===== src/rtl/tdpr_pkg.sv =====
// Shared definitions for the True_DPR block-copy engine and the RAM it drives.
package tdpr_pkg;

   localparam int ADDR_SIZE_DEF = 8;
   localparam int DATA_SIZE_DEF = 8;

   typedef enum logic [1:0] {
      IDLE  = 2'd0,
      READ  = 2'd1,
      DRAIN = 2'd2,
      FIN   = 2'd3
   } tdpr_state_e;

endpackage


===== src/rtl/tdpr_addr_gen.sv =====
// Loadable up/down address counter: starts at base (ascending) or base+len-1 (descending).
module tdpr_addr_gen #(
   parameter int ADDR_SIZE = 8
) (
   input  logic                 clk,
   input  logic                 rst_n,
   input  logic                 load_i,
   input  logic [ADDR_SIZE-1:0] base_i,
   input  logic [ADDR_SIZE-1:0] len_i,
   input  logic                 desc_i,
   input  logic                 step_i,
   output logic [ADDR_SIZE-1:0] addr_o
);

   logic [ADDR_SIZE-1:0] addr_q, addr_d;
   logic                 desc_q, desc_d;

   // len_i is the word count modulo RAM_SIZE, so a full-memory copy wraps to base-1 as intended.
   always_comb begin
      addr_d = addr_q;
      desc_d = desc_q;
      if (load_i) begin
         desc_d = desc_i;
         addr_d = desc_i ? (base_i + len_i - 1'b1) : base_i;
      end else if (step_i) begin
         addr_d = desc_q ? (addr_q - 1'b1) : (addr_q + 1'b1);
      end
   end

   always_ff @(posedge clk or negedge rst_n) begin
      if (!rst_n) begin
         addr_q <= '0;
         desc_q <= 1'b0;
      end else begin
         addr_q <= addr_d;
         desc_q <= desc_d;
      end
   end

   assign addr_o = addr_q;

endmodule


===== src/rtl/tdpr_copy_engine.sv =====
// Block-copy master for True_DPR: reads through port A, writes one cycle later through port B,
// choosing the copy direction so overlapping ranges behave like memmove.
module tdpr_copy_engine
   import tdpr_pkg::*;
#(
   parameter int ADDR_SIZE = ADDR_SIZE_DEF,
   parameter int DATA_SIZE = DATA_SIZE_DEF
) (
   input  logic                 clk,
   input  logic                 rst_n,
   input  logic                 start,
   input  logic [ADDR_SIZE-1:0] src_addr,
   input  logic [ADDR_SIZE-1:0] dst_addr,
   input  logic [ADDR_SIZE:0]   len,
   output logic                 busy,
   output logic                 done,
   output logic                 en_a,
   output logic                 we_a,
   output logic [ADDR_SIZE-1:0] addr_a,
   input  logic [DATA_SIZE-1:0] dout_a,
   output logic                 en_b,
   output logic                 we_b,
   output logic [ADDR_SIZE-1:0] addr_b,
   output logic [DATA_SIZE-1:0] din_b
);

   tdpr_state_e        state_q, state_d;
   logic [ADDR_SIZE:0] cnt_q, cnt_d;
   logic               wvld_q, wvld_d;
   logic               load;
   logic               desc;

   // Copying downward whenever the destination sits above the source keeps reads ahead of writes.
   assign desc = (dst_addr > src_addr);

   always_comb begin
      state_d = state_q;
      cnt_d   = cnt_q;
      load    = 1'b0;
      wvld_d  = (state_q == READ);
      case (state_q)
         IDLE: begin
            if (start) begin
               if (len != '0) begin
                  state_d = READ;
                  cnt_d   = len;
                  load    = 1'b1;
               end else begin
                  state_d = FIN;
               end
            end
         end
         READ: begin
            cnt_d = cnt_q - 1'b1;
            if (cnt_q == {{ADDR_SIZE{1'b0}}, 1'b1}) state_d = DRAIN;
         end
         DRAIN:   state_d = FIN;
         FIN:     state_d = IDLE;
         default: state_d = IDLE;
      endcase
   end

   always_ff @(posedge clk or negedge rst_n) begin
      if (!rst_n) begin
         state_q <= IDLE;
         cnt_q   <= '0;
         wvld_q  <= 1'b0;
      end else begin
         state_q <= state_d;
         cnt_q   <= cnt_d;
         wvld_q  <= wvld_d;
      end
   end

   tdpr_addr_gen #(.ADDR_SIZE(ADDR_SIZE)) u_rd_gen (
      .clk    (clk),
      .rst_n  (rst_n),
      .load_i (load),
      .base_i (src_addr),
      .len_i  (len[ADDR_SIZE-1:0]),
      .desc_i (desc),
      .step_i (state_q == READ),
      .addr_o (addr_a)
   );

   tdpr_addr_gen #(.ADDR_SIZE(ADDR_SIZE)) u_wr_gen (
      .clk    (clk),
      .rst_n  (rst_n),
      .load_i (load),
      .base_i (dst_addr),
      .len_i  (len[ADDR_SIZE-1:0]),
      .desc_i (desc),
      .step_i (wvld_q),
      .addr_o (addr_b)
   );

   assign busy  = (state_q == READ) || (state_q == DRAIN);
   assign done  = (state_q == FIN);
   assign en_a  = (state_q == READ);
   assign we_a  = 1'b0;
   assign en_b  = wvld_q;
   assign we_b  = wvld_q;
   // Read data flows straight to port B; the gate only keeps din_b quiet between writes.
   assign din_b = {DATA_SIZE{wvld_q}} & dout_a;

endmodule

===== config.mk =====
export PLATFORM = sky130hd
export DESIGN_NAME = tdpr_copy_engine
export DESIGN_NICKNAME = d
export VERILOG_FILES = /design/src/rtl/tdpr_pkg.sv /design/src/rtl/tdpr_addr_gen.sv /design/src/rtl/tdpr_copy_engine.sv
export SDC_FILE = /design/constraint.sdc
export NUM_CORES = 1
export LEC_CHECK = 0
export CORE_AREA = 5 5 161 101
export DETAILED_ROUTE_END_ITERATION = 10
export DIE_AREA = 0 0 166 106
export GPL_TIMING_DRIVEN = 0
export PLACE_DENSITY = 0.52
export RECOVER_POWER = 50
export SLEW_MARGIN = 10
export SYNTH_ARGS = -nofsm -noshare
export SYNTH_HDL_FRONTEND = slang
export SYNTH_HIERARCHICAL = 1
export SYNTH_SLANG_ARGS = --single-unit

===== constraint.sdc =====
create_clock -name clk -period 3.6 [get_ports clk]
set_input_delay 0.72 -clock clk [delete_from_list [all_inputs] [get_ports clk]]
set_output_delay 0.72 -clock clk [all_outputs]
set_load 0.01 [all_outputs]

Word level (Yosys, flattened, before mapping)
Cells that the tools add are included.
- register bits: 29
- output and inout port bits: 30
- logic and storage cells: 50
- add/sub/neg operators: 9
- order comparisons: 1
- equal/unequal tests: 7
- muxes and demuxes: 18
- bitwise logic cells: 1
- reductions and logical operators: 8
- operator list (operator ; number):
    $mux 8 ; 8
    $sub 8x1->8 const B ; 4
    $mux 9 ; 2
    $pmux 9 s2 ; 1
    $add 8x1->8 const B ; 2
    $add 8x8->8 ; 2
    $eq 9x1->1 const B ; 1
    $reduce_bool 9->1 ; 1
    $sub 9x1->9 const B ; 1
    $and 8x8->8 ; 1
    $gt 8x8->1 ; 1
    $pmux 2 s4 ; 1
    $mux 2 ; 3
    $reduce_bool 2->1 ; 3
    $eq 2x2->1 const B ; 2
    $ne 2x2->1 const B ; 2
    $mux 1 ; 3
    $reduce_and 3->1 ; 1
    $eq 2x1->1 const B ; 1
    $logic_not 2->1 ; 1
    $ne 2x1->1 const B ; 1
    $reduce_and 2->1 ; 1
    $logic_or 1x1->1 ; 1

Longest topological paths before layout
Gate-level depths: netlist (run 1).
- word-level depth: 5
- gate-level depth with buffers: 11
- gate-level depth less buffers: 11

Modules after synthesis
Netlist (run 1), hierarchy kept.
- modules (own cells, without submodules) (module ; instances ; cells an instance ; area each (um2) ; seq. area each (um2)):
    tdpr_copy_engine ; 1 ; 149 ; 1236.2 ; 300.3
    tdpr_addr_gen at u_rd_gen ; 1 ; 146 ; 1183.6 ; 225.2
    tdpr_addr_gen at u_wr_gen ; 1 ; 148 ; 1178.6 ; 225.2

Least setup slack after synthesis (run 1)
OpenSTA, ideal clock, no wires.
- path kind: input -> register
- start point: input port src_addr[1]
- end point: register u_rd_gen.addr_q[7] (netlist: u_rd_gen/addr_o[7])
- library setup time: 0.124 ns
- arrival: 2.596 ns
- required time: 3.476 ns
- path slack: 0.880 ns
- cell stages on the path: 11
- path through: inv_1 -> ha_1 -> inv_1 -> ha_1 -> fa_1 -> a211oi_1 -> nor4b_1 -> o31ai_1 -> xor2_1 -> nand2_1 -> o31a_1
- cells in the longest elaborated chain, start to end: 4
- RTL lines (what ; RTL line ; source):
    start, declared ; tdpr_copy_engine.sv:12 ; input logic [ADDR_SIZE-1:0] src_addr,
    $add 8x8->8 ; tdpr_addr_gen.sv:24 ; addr_d = desc_i ? (base_i + len_i - 1'b1) : base_i;
    $sub 8x1->8 ; tdpr_addr_gen.sv:24 ;
    $mux 8 (*) ; tdpr_addr_gen.sv:24 ;
    $mux 8 (*) ; tdpr_addr_gen.sv:22 ; if (load_i) begin
    end signal, assigned ; tdpr_addr_gen.sv:35 ; addr_q <= addr_d;
    end, declared ; tdpr_addr_gen.sv:15 ; logic [ADDR_SIZE-1:0] addr_q, addr_d;
Mark *: on every way between the ends. The rest lies on a longest branch, timed or not.
A chain may end at the register's enable or synchronous reset.

Worst setup path in the final report (run 1)
- start point: input port len[1]
- end point: register u_rd_gen.addr_q[7] (netlist: u_rd_gen/addr_o[7])
- cells in the longest elaborated chain, start to end: 5
- RTL lines (what ; RTL line ; source):
    start, declared ; tdpr_copy_engine.sv:14 ; input logic [ADDR_SIZE:0] len,
    parallel branches: the longest is 5 deep, another holds $add 8x8->8 ; -- ;
Several ways; the timed one is not identified.

==> run_results.csv, run 1 <==
group,metric,value,unit
run_status,outcome,"finished, violations left",
run_status,failing_checks,"max-capacitance violations, max-slew violations",
clock_network,clockRootBuffer,"sky130_fd_sc_hd__clkbuf_16",
routing,highest_metal_layer_used_by_the_detailed_router,"met4",
setup_path,cp.required,3.76,ns
synth,number_of_warnings_printed_during_yosys_synthesis,6,
synth,seq_area_frac_synth,0.209,
timing,finalHoldWorstSlack,0.590,ns
clock_network,cts-buffers-inserted,5,
power,pwr_density_cell,757,nW/um2
power,power.internal,1910,uW
clock_network,tritoncts_clock_tree,"done",
floorplanning,core.rowCount,35,
placement,dp.final_hpwl,8590,um
timing,min_cycle_time_layout,3.40,ns
clock_network,clk_latency,0.28,ns
global_routing,via_count_of_the_first_global_routing_pass,3378,
timing,highest_clock_rate,0.294,GHz
synth,top_ff_cell_synth,"sky130_fd_sc_hd__dfrtp_1",
synth,postSynth.asyncResetShare,1.00,
timing,layout_worst_path_cycle_share,0.943,
final_layout,final_common_cell,"sky130_fd_sc_hd__inv_1",
timing,finalHoldViolations,0,
timing,max_slew_margin,-0.180,
timing,fin_skew,0.00322,ns
floorplanning,initial_utilization,0.242,
routing,drc,0,
final_layout,synthToLayoutAreaGrowth,28.7,%
routing,totalWireLength,10600,um
setup_path,startpoint_type,"input port",
timing,max_slew_violations,31,
floorplanning,die_x,166,um
routing,met1_length,5740,um
floorplanning,design.die.area,17600,um2
floorplanning,ioPinCount,66,
setup_path,timing_worst_setup_path_type,"in2reg",
clock_network,clk_pin_slew_worst_paths,0.05,ns
routing,wl_per_cell,14.8,um
run,max_cap_violations,1,
synth,post_synth_design_cell_area,3600,um2
routing,wl_met3,532,um
global_routing,gr-usage-all-layers,0.122,
min_path,min-delay-path-class,"reg2reg",
synth,synth.ff_latch_count,30,
timing,grt_setup_unrepaired,"false",
synth,syn_nets,535,
routing,drt-pass1-iter-count,4,
synth,synthCells,443,
setup_path,cp_data_arrival_time,3.56,ns
global_routing,grt_antenna_before_repair,0,
placement,gp_congestion,0.839,
routing,first_iter_violations,197,
routing,ant_nets,0,
power,power_leakage,0.00207,uW
clock_network,cts-root-to-sink-buffers,2,
final_layout,layout.cells.most_common_list,"sky130_fd_sc_hd__inv_1, sky130_fd_sc_hd__ha_1, sky130_fd_sc_hd__clkdlybuf4s50_1",
synth,netlist-cell-type-count,64,
final_layout,layout.cells.non_filler,717,
global_routing,global_route_wire_length_before_repair,17400,um
power,netSwitchingFraction,0.455,
clock_network,number_of_buffers_inserted_to_repair_setup_after_cts,0,
timing,worstMarginPinSlew,1.77,ns
routing,routed-via-count,3394,
power,p_switching,1600,uW
placement,numPlacedInstances,710,
placement,pre_cts_slack,-0.184,ns
power,vdd.ir_drop.worst,0.303,mV
power,comb_power_share,0.673,
floorplanning,placeableCoreArea,14800,um2
clock_network,clock_sink_count,30,
floorplanning,die_y,106,um
final_layout,post-route-cell-area,4630,um2
final_layout,fin_util,0.312,
power,share_clk_of_total_power,0.115,
final_layout,num-nets-final,606,
setup_path,critPathMaxFanout,4,
placement,placed_area,4490,um2
global_routing,grt-ovfl-total,0,
final_layout,diodes,0,
synth,synth_area_per_cell,8.12,um2
clock_network,clock_tree.htree_level_count,2,
final_layout,ff_latch_area,751,um2
routing,average_via_count_per_standard_cell,4.73,
timing,setup_slack,0.204,ns
global_routing,grt_max_degree,31,
final_layout,multi_input_comb_area,2490,um2
timing,setup_violations,0,
setup_path,crit_path_capture_type,"flop",
synth,synth_edf_count,0,
placement,io_buffer_count,64,
final_layout,final_layout_size_suffix_gt1_frac,0.0545,
final_layout,filler_cell_count,1591,
power,power.sequential.fraction,0.212,
routing,dr_wl_met2,4300,um
## critical path, cell delays in order
cell	delay, ns
sky130_fd_sc_hd__clkdlybuf4s50_1	0.64
sky130_fd_sc_hd__inv_1	0.08
sky130_fd_sc_hd__ha_1	0.28
sky130_fd_sc_hd__inv_1	0.04
sky130_fd_sc_hd__ha_1	0.23
sky130_fd_sc_hd__fa_1	0.45
sky130_fd_sc_hd__a211oi_2	0.29
sky130_fd_sc_hd__nor4b_1	0.10
sky130_fd_sc_hd__o31ai_1	0.33
sky130_fd_sc_hd__xor2_1	0.17
sky130_fd_sc_hd__nand2_1	0.08
sky130_fd_sc_hd__o31a_1	0.13
## state kept, by name, indices dropped and copies added, names as in the netlist
signal and flops:
state_q 2, cnt_q 9, u_wr_gen/desc_q 1, en_b 1
u_rd_gen/desc_q 1, u_rd_gen/addr_o 8, u_wr_gen/addr_o 8
## synth_stat cells (3+ instances only)
library cell	n	share of area
sky130_fd_sc_hd__dfrtp_1	30	0.21
sky130_fd_sc_hd__a221oi_1	3	0.0073
sky130_fd_sc_hd__clkbuf_1	7	0.0073
sky130_fd_sc_hd__xnor2_1	12	0.029
sky130_fd_sc_hd__inv_1	78	0.081
sky130_fd_sc_hd__ha_1	52	0.18
sky130_fd_sc_hd__o211ai_1	6	0.013
sky130_fd_sc_hd__or3_1	5	0.0087
sky130_fd_sc_hd__o21ai_0	28	0.039
sky130_fd_sc_hd__o221ai_1	4	0.0097
sky130_fd_sc_hd__fa_1	4	0.022
sky130_fd_sc_hd__a21oi_1	32	0.045
sky130_fd_sc_hd__o21a_1	6	0.013
sky130_fd_sc_hd__nand3_1	6	0.0083
sky130_fd_sc_hd__nor2_1	21	0.022
sky130_fd_sc_hd__o31a_1	7	0.017
sky130_fd_sc_hd__nand2_1	12	0.013
sky130_fd_sc_hd__o31ai_1	3	0.0063
sky130_fd_sc_hd__nor2b_1	9	0.016
sky130_fd_sc_hd__nor3_1	12	0.017
sky130_fd_sc_hd__mux2i_1	18	0.050
sky130_fd_sc_hd__nand2b_1	3	0.0052
sky130_fd_sc_hd__and2_1	9	0.016
sky130_fd_sc_hd__a21o_1	6	0.013
sky130_fd_sc_hd__a211oi_1	13	0.027
## timing repair
| item | 4_1_cts | 5_1_grt |
|---|---|---|
| setup endpoints to repair | 0 | 5 |
| hold buffers | 0 | 0 |
| gates resized for setup | 0 | 2 |
## cell families after synthesis
group           synth area share
simple gates               0.148
xor+xnor                  0.0341
mux                       0.0532
compound gates             0.250
other cells              0.00104
buf+inv                    0.102
fa+ha+maj                  0.203
flops                      0.209
## metrics by stage
step           power (uW)  TNS, ns
6_report             3510        0
5_1_grt              3850        0
4_1_cts              3560        0
3_5_place_dp         3130   -0.672
3_3_place_gp         3070   -0.982
2_1_floorplan        2350        0
## metal layers
metal	up-vias	track usage
met5	-	0
met4	0	0.0230
met3	8	0.0234
met2	57	0.175
met1	1621	0.187
li1	1708	-
## power by group through the flow
stage	combinational [uW]	sequential [uW]	clock, uW
3_5_place_dp	2380	751	0
2_1_floorplan	1610	736	0
4_1_cts	2390	749	417
3_3_place_gp	2320	747	0
5_1_grt	2630	778	433
6_report	2360	743	402
## cell type report
type | count | area share
Clock buffer | 7 | 0.0286
Timing Repair Buffer | 64 | 0.137
Sequential cell | 30 | 0.162
Inverter | 79 | 0.0640
Buffer | 14 | 0.0151
Multi-Input combinational cell | 320 | 0.538
Tap cell | 203 | 0.0548
## path summary, 6_finish.rpt
path / slack [ns] / to / start / cells after the start
max: 0.20 / u_rd_gen/addr_o[7] / len[1] / 12
min: 0.59 / state_q[0] / state_q[0] / 1
max reg2reg: 0.92 / u_rd_gen/addr_o[7] / state_q[0] / 9
min reg2reg: 0.59 / state_q[0] / state_q[0] / 1
max in group asynchronous: 1.67 / u_rd_gen/desc_q / rst_n / 1
min in group asynchronous: 0.91 / state_q[1] / rst_n / 1
Power figures use the tool's default switching activity.
==> inputs of run 2 (changes only) <==
--- a/config.mk
+++ b/config.mk
@@ -11,6 +11,7 @@
 export GPL_TIMING_DRIVEN = 0
 export PLACE_DENSITY = 0.52
 export RECOVER_POWER = 50
+export REMOVE_ABC_BUFFERS = 1
 export SLEW_MARGIN = 10
 export SYNTH_ARGS = -nofsm -noshare
 export SYNTH_HDL_FRONTEND = slang
==> run 2 against run 1 <==
Net effect: critical path type unchanged; wire length decreased by 2.8%; power increased by 0.11%; the run still ends with max-capacitance violations, max-slew violations left; largest power group unchanged; sequential share of layout area increased by 0.057 points; largest cell class unchanged; worst hold slack got worse by 0.011 ns; sequential power increased by 3.2%; critical endpoint unchanged; first-iteration DRC count decreased by 11%; design area decreased by 0.35%.
==> run_results.csv, run 2 (synthesis gave the netlist of run 1 again) <==
group,metric,value,unit
floorplanning,placeableCoreArea,14800,um2
global_routing,grt-ovfl-total,0,
final_layout,ff_latch_area,751,um2
clock_network,tritoncts_clock_tree,"done",
power,power_leakage,0.00206,uW
final_layout,layout.cells.most_common_list,"sky130_fd_sc_hd__inv_1, sky130_fd_sc_hd__ha_1, sky130_fd_sc_hd__clkdlybuf4s50_1",
setup_path,worst_path_largest_cell_delay,0.62,ns
timing,worstMarginPinSlew,1.92,ns
routing,ant_nets,0,
global_routing,grt_max_degree,31,
routing,drc,0,
clock_network,clockRootBuffer,"sky130_fd_sc_hd__clkbuf_16",
final_layout,diodes,0,
setup_path,worstPathCellList,"clkdlybuf4s50_1, inv_1, ha_1, inv_1, ha_1, fa_1, a211oi_1, nor4b_1, o31ai_1, xor2_1, nand2_1, o31a_1",
power,comb_power_share,0.660,
timing,finalHoldWorstSlack,0.579,ns
power,netSwitchingFraction,0.452,
setup_path,cp.required,3.77,ns
run_status,failing_checks,"max-capacitance violations, max-slew violations",
power,vdd.ir_drop.worst,0.301,mV
routing,average_via_count_per_standard_cell,4.72,
run_status,outcome,"finished, violations left",
placement,io_buffer_count,64,
routing,routed-via-count,3332,
timing,setup_violations,0,
timing,max_slew_violations,31,
clock_network,number_of_buffers_inserted_to_repair_setup_after_cts,0,
routing,first_iter_violations,176,
placement,dp.final_hpwl,8200,um
timing,layout_worst_path_cycle_share,0.952,
power,p_switching,1590,uW
clock_network,cts-root-to-sink-buffers,2,
setup_path,cp_data_arrival_time,3.60,ns
final_layout,regMostFlops,"cnt_q",
final_layout,num-nets-final,594,
global_routing,grt_antenna_before_repair,0,
timing,fin_skew,0.00663,ns
routing,wl_per_cell,14.7,um
floorplanning,ioPinCount,66,
power,share_clk_of_total_power,0.121,
min_path,min-delay-path-class,"reg2reg",
placement,gp_congestion,0.932,
clock_network,clk_latency,0.28,ns
clock_network,clock_sink_count,30,
timing,grt_setup_unrepaired,"false",
setup_path,timing_worst_setup_path_type,"in2reg",
floorplanning,die_y,106,um
global_routing,global_route_wire_length_before_repair,17200,um
final_layout,multi_input_comb_area,2490,um2
floorplanning,initial_utilization,0.242,
clock_network,cts-buffers-inserted,5,
floorplanning,core.rowCount,35,
setup_path,crit_path_capture_type,"flop",
setup_path,critPathMaxFanout,4,
setup_path,crit_slowest_cell,"sky130_fd_sc_hd__clkdlybuf4s50_1",
setup_path,startpoint_type,"input port",
timing,highest_clock_rate,0.292,GHz
final_layout,final_common_cell,"sky130_fd_sc_hd__inv_1",
final_layout,fin_util,0.311,
power,power.sequential.fraction,0.219,
final_layout,synthToLayoutAreaGrowth,28.3,%
clock_network,postCtsHoldBufs,0,
global_routing,via_count_of_the_first_global_routing_pass,3308,
floorplanning,die_x,166,um
timing,max_slew_margin,-0.278,
global_routing,gr-usage-all-layers,0.119,
power,power.internal,1920,uW
final_layout,filler_cell_count,1555,
power,pwr_density_cell,760,nW/um2
floorplanning,design.die.area,17600,um2
clock_network,clock_tree.htree_level_count,2,
final_layout,layout.cells.non_filler,706,
placement,numPlacedInstances,698,
routing,totalWireLength,10400,um
timing,min_cycle_time_layout,3.43,ns
final_layout,largest_register_ff_count,9,
clock_network,post_cts.resized_instances,0,
run,max_cap_violations,1,
timing,finalHoldViolations,0,
routing,drt-pass1-iter-count,4,
final_layout,final_layout_size_suffix_gt1_frac,0.0537,
clock_network,clk_pin_slew_worst_paths,0.06,ns
run 2: cell types whose count changed in the layout (fill, tap and decap cells not counted), moves of 2 or more:
cell,before,now
sky130_fd_sc_hd__buf_2,2,0
sky130_fd_sc_hd__clkbuf_1,10,2
sky130_fd_sc_hd__buf_1,2,0
sky130_fd_sc_hd__buf_4,2,0
run 2: final cells by class:
| cell class | instances | share of cell area |
|---|---|---|
| clock inverter | 1 | 0.00108 |
| tap | 203 | 0.0550 |
| inverter | 79 | 0.0642 |
| multi-input combinational | 320 | 0.539 |
| sequential | 30 | 0.163 |
| timing repair buffer | 66 | 0.147 |
| clock buffer | 7 | 0.0309 |
run 2: worst max-delay path: cells and delay by family:
kind                       cells  cell delay [ns]
adders and majority gates      3             0.93
AOI/OAI and AO/OA              3             0.79
buffers and inverters          3             0.74
xor gates and xnor gates       1             0.23
and+or+nand+nor                2             0.18
run 2: path summary, 6_finish.rpt:
kind                             from            endpoint  slack [ns]  cells after the start
max                            len[1]  u_rd_gen/addr_o[7]        0.17                     12
min                          cnt_q[8]            cnt_q[8]        0.58                      2
max reg2reg                state_q[1]          state_q[1]        1.03                      6
min reg2reg                  cnt_q[8]            cnt_q[8]        0.58                      2
max in group asynchronous       rst_n  u_rd_gen/addr_o[3]        1.52                      1
min in group asynchronous       rst_n  u_wr_gen/addr_o[5]        0.97                      1
run 2: metrics by stage:
stage	TNS (ns)	cell area [um2]	total power [uW]	worst slack, ns
after floorplan	0	3530	2320	0.378
after global placement	-15.24	4420	3010	-1.01
after detailed placement	-0.0827	4470	3120	-0.0827
after CTS	0	4620	3570	0.206
after global routing	0	4620	3860	0.0233
final	0	4620	3510	0.172
run 2: power by group through the flow:
stage | clock network [uW] | logic (uW) | registers (uW)
after detailed placement | 0 | 2340 | 771
after global placement | 0 | 2240 | 770
after global routing | 459 | 2590 | 807
after CTS | 442 | 2350 | 775
final | 425 | 2320 | 767
after floorplan | 0 | 1570 | 748
run 2: routing by layer:
metal | share of wire | track usage | routed length [um]
met1 | 0.50 | 0.168 | 5200
met2 | 0.43 | 0.184 | 4440
met3 | 0.055 | 0.0271 | 571
met4 | 0.014 | 0.0288 | 144
met5 | 0 | 0 | 0
==> RTL change, RTL diff (settings of run 1) <==
The package constant `ADDR_SIZE_DEF` goes from 8 to 4.
--- a/src/rtl/tdpr_pkg.sv
+++ b/src/rtl/tdpr_pkg.sv
@@ -1,7 +1,7 @@
 // Shared definitions for the True_DPR block-copy engine and the RAM it drives.
 package tdpr_pkg;
 
-   localparam int ADDR_SIZE_DEF = 8;
+   localparam int ADDR_SIZE_DEF = 4;
    localparam int DATA_SIZE_DEF = 8;
 
    typedef enum logic [1:0] {
Ports: changed (5 resized); port bits go from 66 to 46. No check against the original RTL was run, so the function may have changed too.
==> RTL change against run 1 <==
Utilization shrank 14 points. Area after synthesis decreased by 50%. Sequential cell count shrank 12. Routed wire length is 51% lower. Critical path depth shrank 2. Total power decreased by 49%. Maximum frequency up 16%. Sequential power down 38%. Cell area fell by 44%. Setup slack improved by 0.48 ns. Highest routed layer unchanged. Synthesized cell count is 52% lower.
==> RTL change: results (changes against run 1) <==
status: complete, no violations
Slew headroom: 40.0% (+58 points)
total wire length: 5220 µm (-51%)
Leakage: 0.00111 µW (-46%)
number of global-route vias before repair: 1638 (-52%)
fillers: 1636 (+2.8%)
peak supply drop: 0.000259 V (-15%)
1st-iter DRT viols: 88 (-55%)
All-Layer GR Usage: 6.04% (-6.1 points)
Sw Pwr: 775 µW (-51%)
PortBufs: 44 (-31%)
Met3 Routed Length: 354 µm (-33%)
Comb pwr share: 61.8% (-5.5 points)
routability cong.: 0.791 (-5.6%)
met2 wire len: 2350 µm (-45%)
Final Critical Period: 2.92 ns (-0.479 ns)
clock skew: 0.00159 ns (-0.00163 ns)
setup slack, reg-to-reg: 1.33 ns (+0.41 ns)
Post-DP HPWL: 4280 µm (-50%)
Async SR Flop Fraction: 100% (unchanged)
largest net degree at the start of global routing: 19 (-39%)
Post-Route M1 WL: 2450 µm (-57%)
TritonCTS Buffers: 3 (-2)
via-per-instance ratio: 3.54 (-25%)
sequential-to-total area share from yosys stat: 24.8% (+3.9 points)
Int Pwr: 1010 µW (-47%)
Hold WS: 0.581 ns (-0.00955 ns)
Post-synth top cells: inv_1, ha_1, dfrtp_1, nand2_1, o21ai_0
CP Capture Point: u_rd_gen/addr_o[3]
met1 usage: 7.68% (-11 points)
Inst Count DP: 459 (-35%)
fraction of layout instances using a drive strength above 1: 4.25% (-1.2 points)
first-pass GRT wire length: 8710 µm (-50%)
Nets: 311 (-49%)
DP Area: 2510 µm² (-44%)
met2 Resource Use GR: 9.87% (-7.7 points)
Synth area leaders: dfrtp_1, ha_1, inv_1, fa_1, mux2i_1
CTS HTree Levels: 1 (-1)
GR Util met3: 2.04% (-0.30 points)
pre-CTS setup slack: 0.411 ns (+0.595 ns)
max FFs per register: 5 (-4)
Clk Latency, worst-skew pair: 0.25 ns (-0.03 ns)
Crit path largest cell delay: 0.61 ns (-0.03 ns)
net count after synthesis: 262 (-51%)
CP max FO: 5 (+1)
Clock group: 224 µW (-44%)
cell count after synthesis: 212 (-52%)
library cells used by synthesis: 41 (-36%)
per-cell routed wire length: 11.3 µm (-24%)
## RTL change: changes by cell type after synthesis, sizes merged, moves of 6 or more
cell,before,now
inv,79,43
ha,52,22
a21oi,34,8
o21ai,30,13
dfrtp,30,18
a211oi,14,3
nor2,21,10
mux2i,18,8
xnor2,12,2
nor3,12,3
nor2b,9,2
o31a,7,0
a21o,6,0
or3,6,0
## RTL change: logic make-up after synthesis
family	after synthesis	share of synthesized area, %
other	1	0.207
AO/OA/AOI/OAI	48	19.1
buffers and inverters	52	11.6
adder cells (fa/ha/maj)	26	19.6
XOR/XNOR	9	6.00
multiplexers	9	5.03
flip-flops	18	24.8
AND/OR/NAND/NOR	49	13.7
## RTL change: layout make-up
class	count	area (µm²)	share of cell area, %
Timing Repair Buffer	44	440	17.0
Buffer	9	48.8	1.89
Sequential cell	18	450	17.4
Multi-Input combinational cell	142	1150	44.7
Clock buffer	3	75.1	2.90
Inverter	43	161	6.24
Tap cell	203	254	9.83
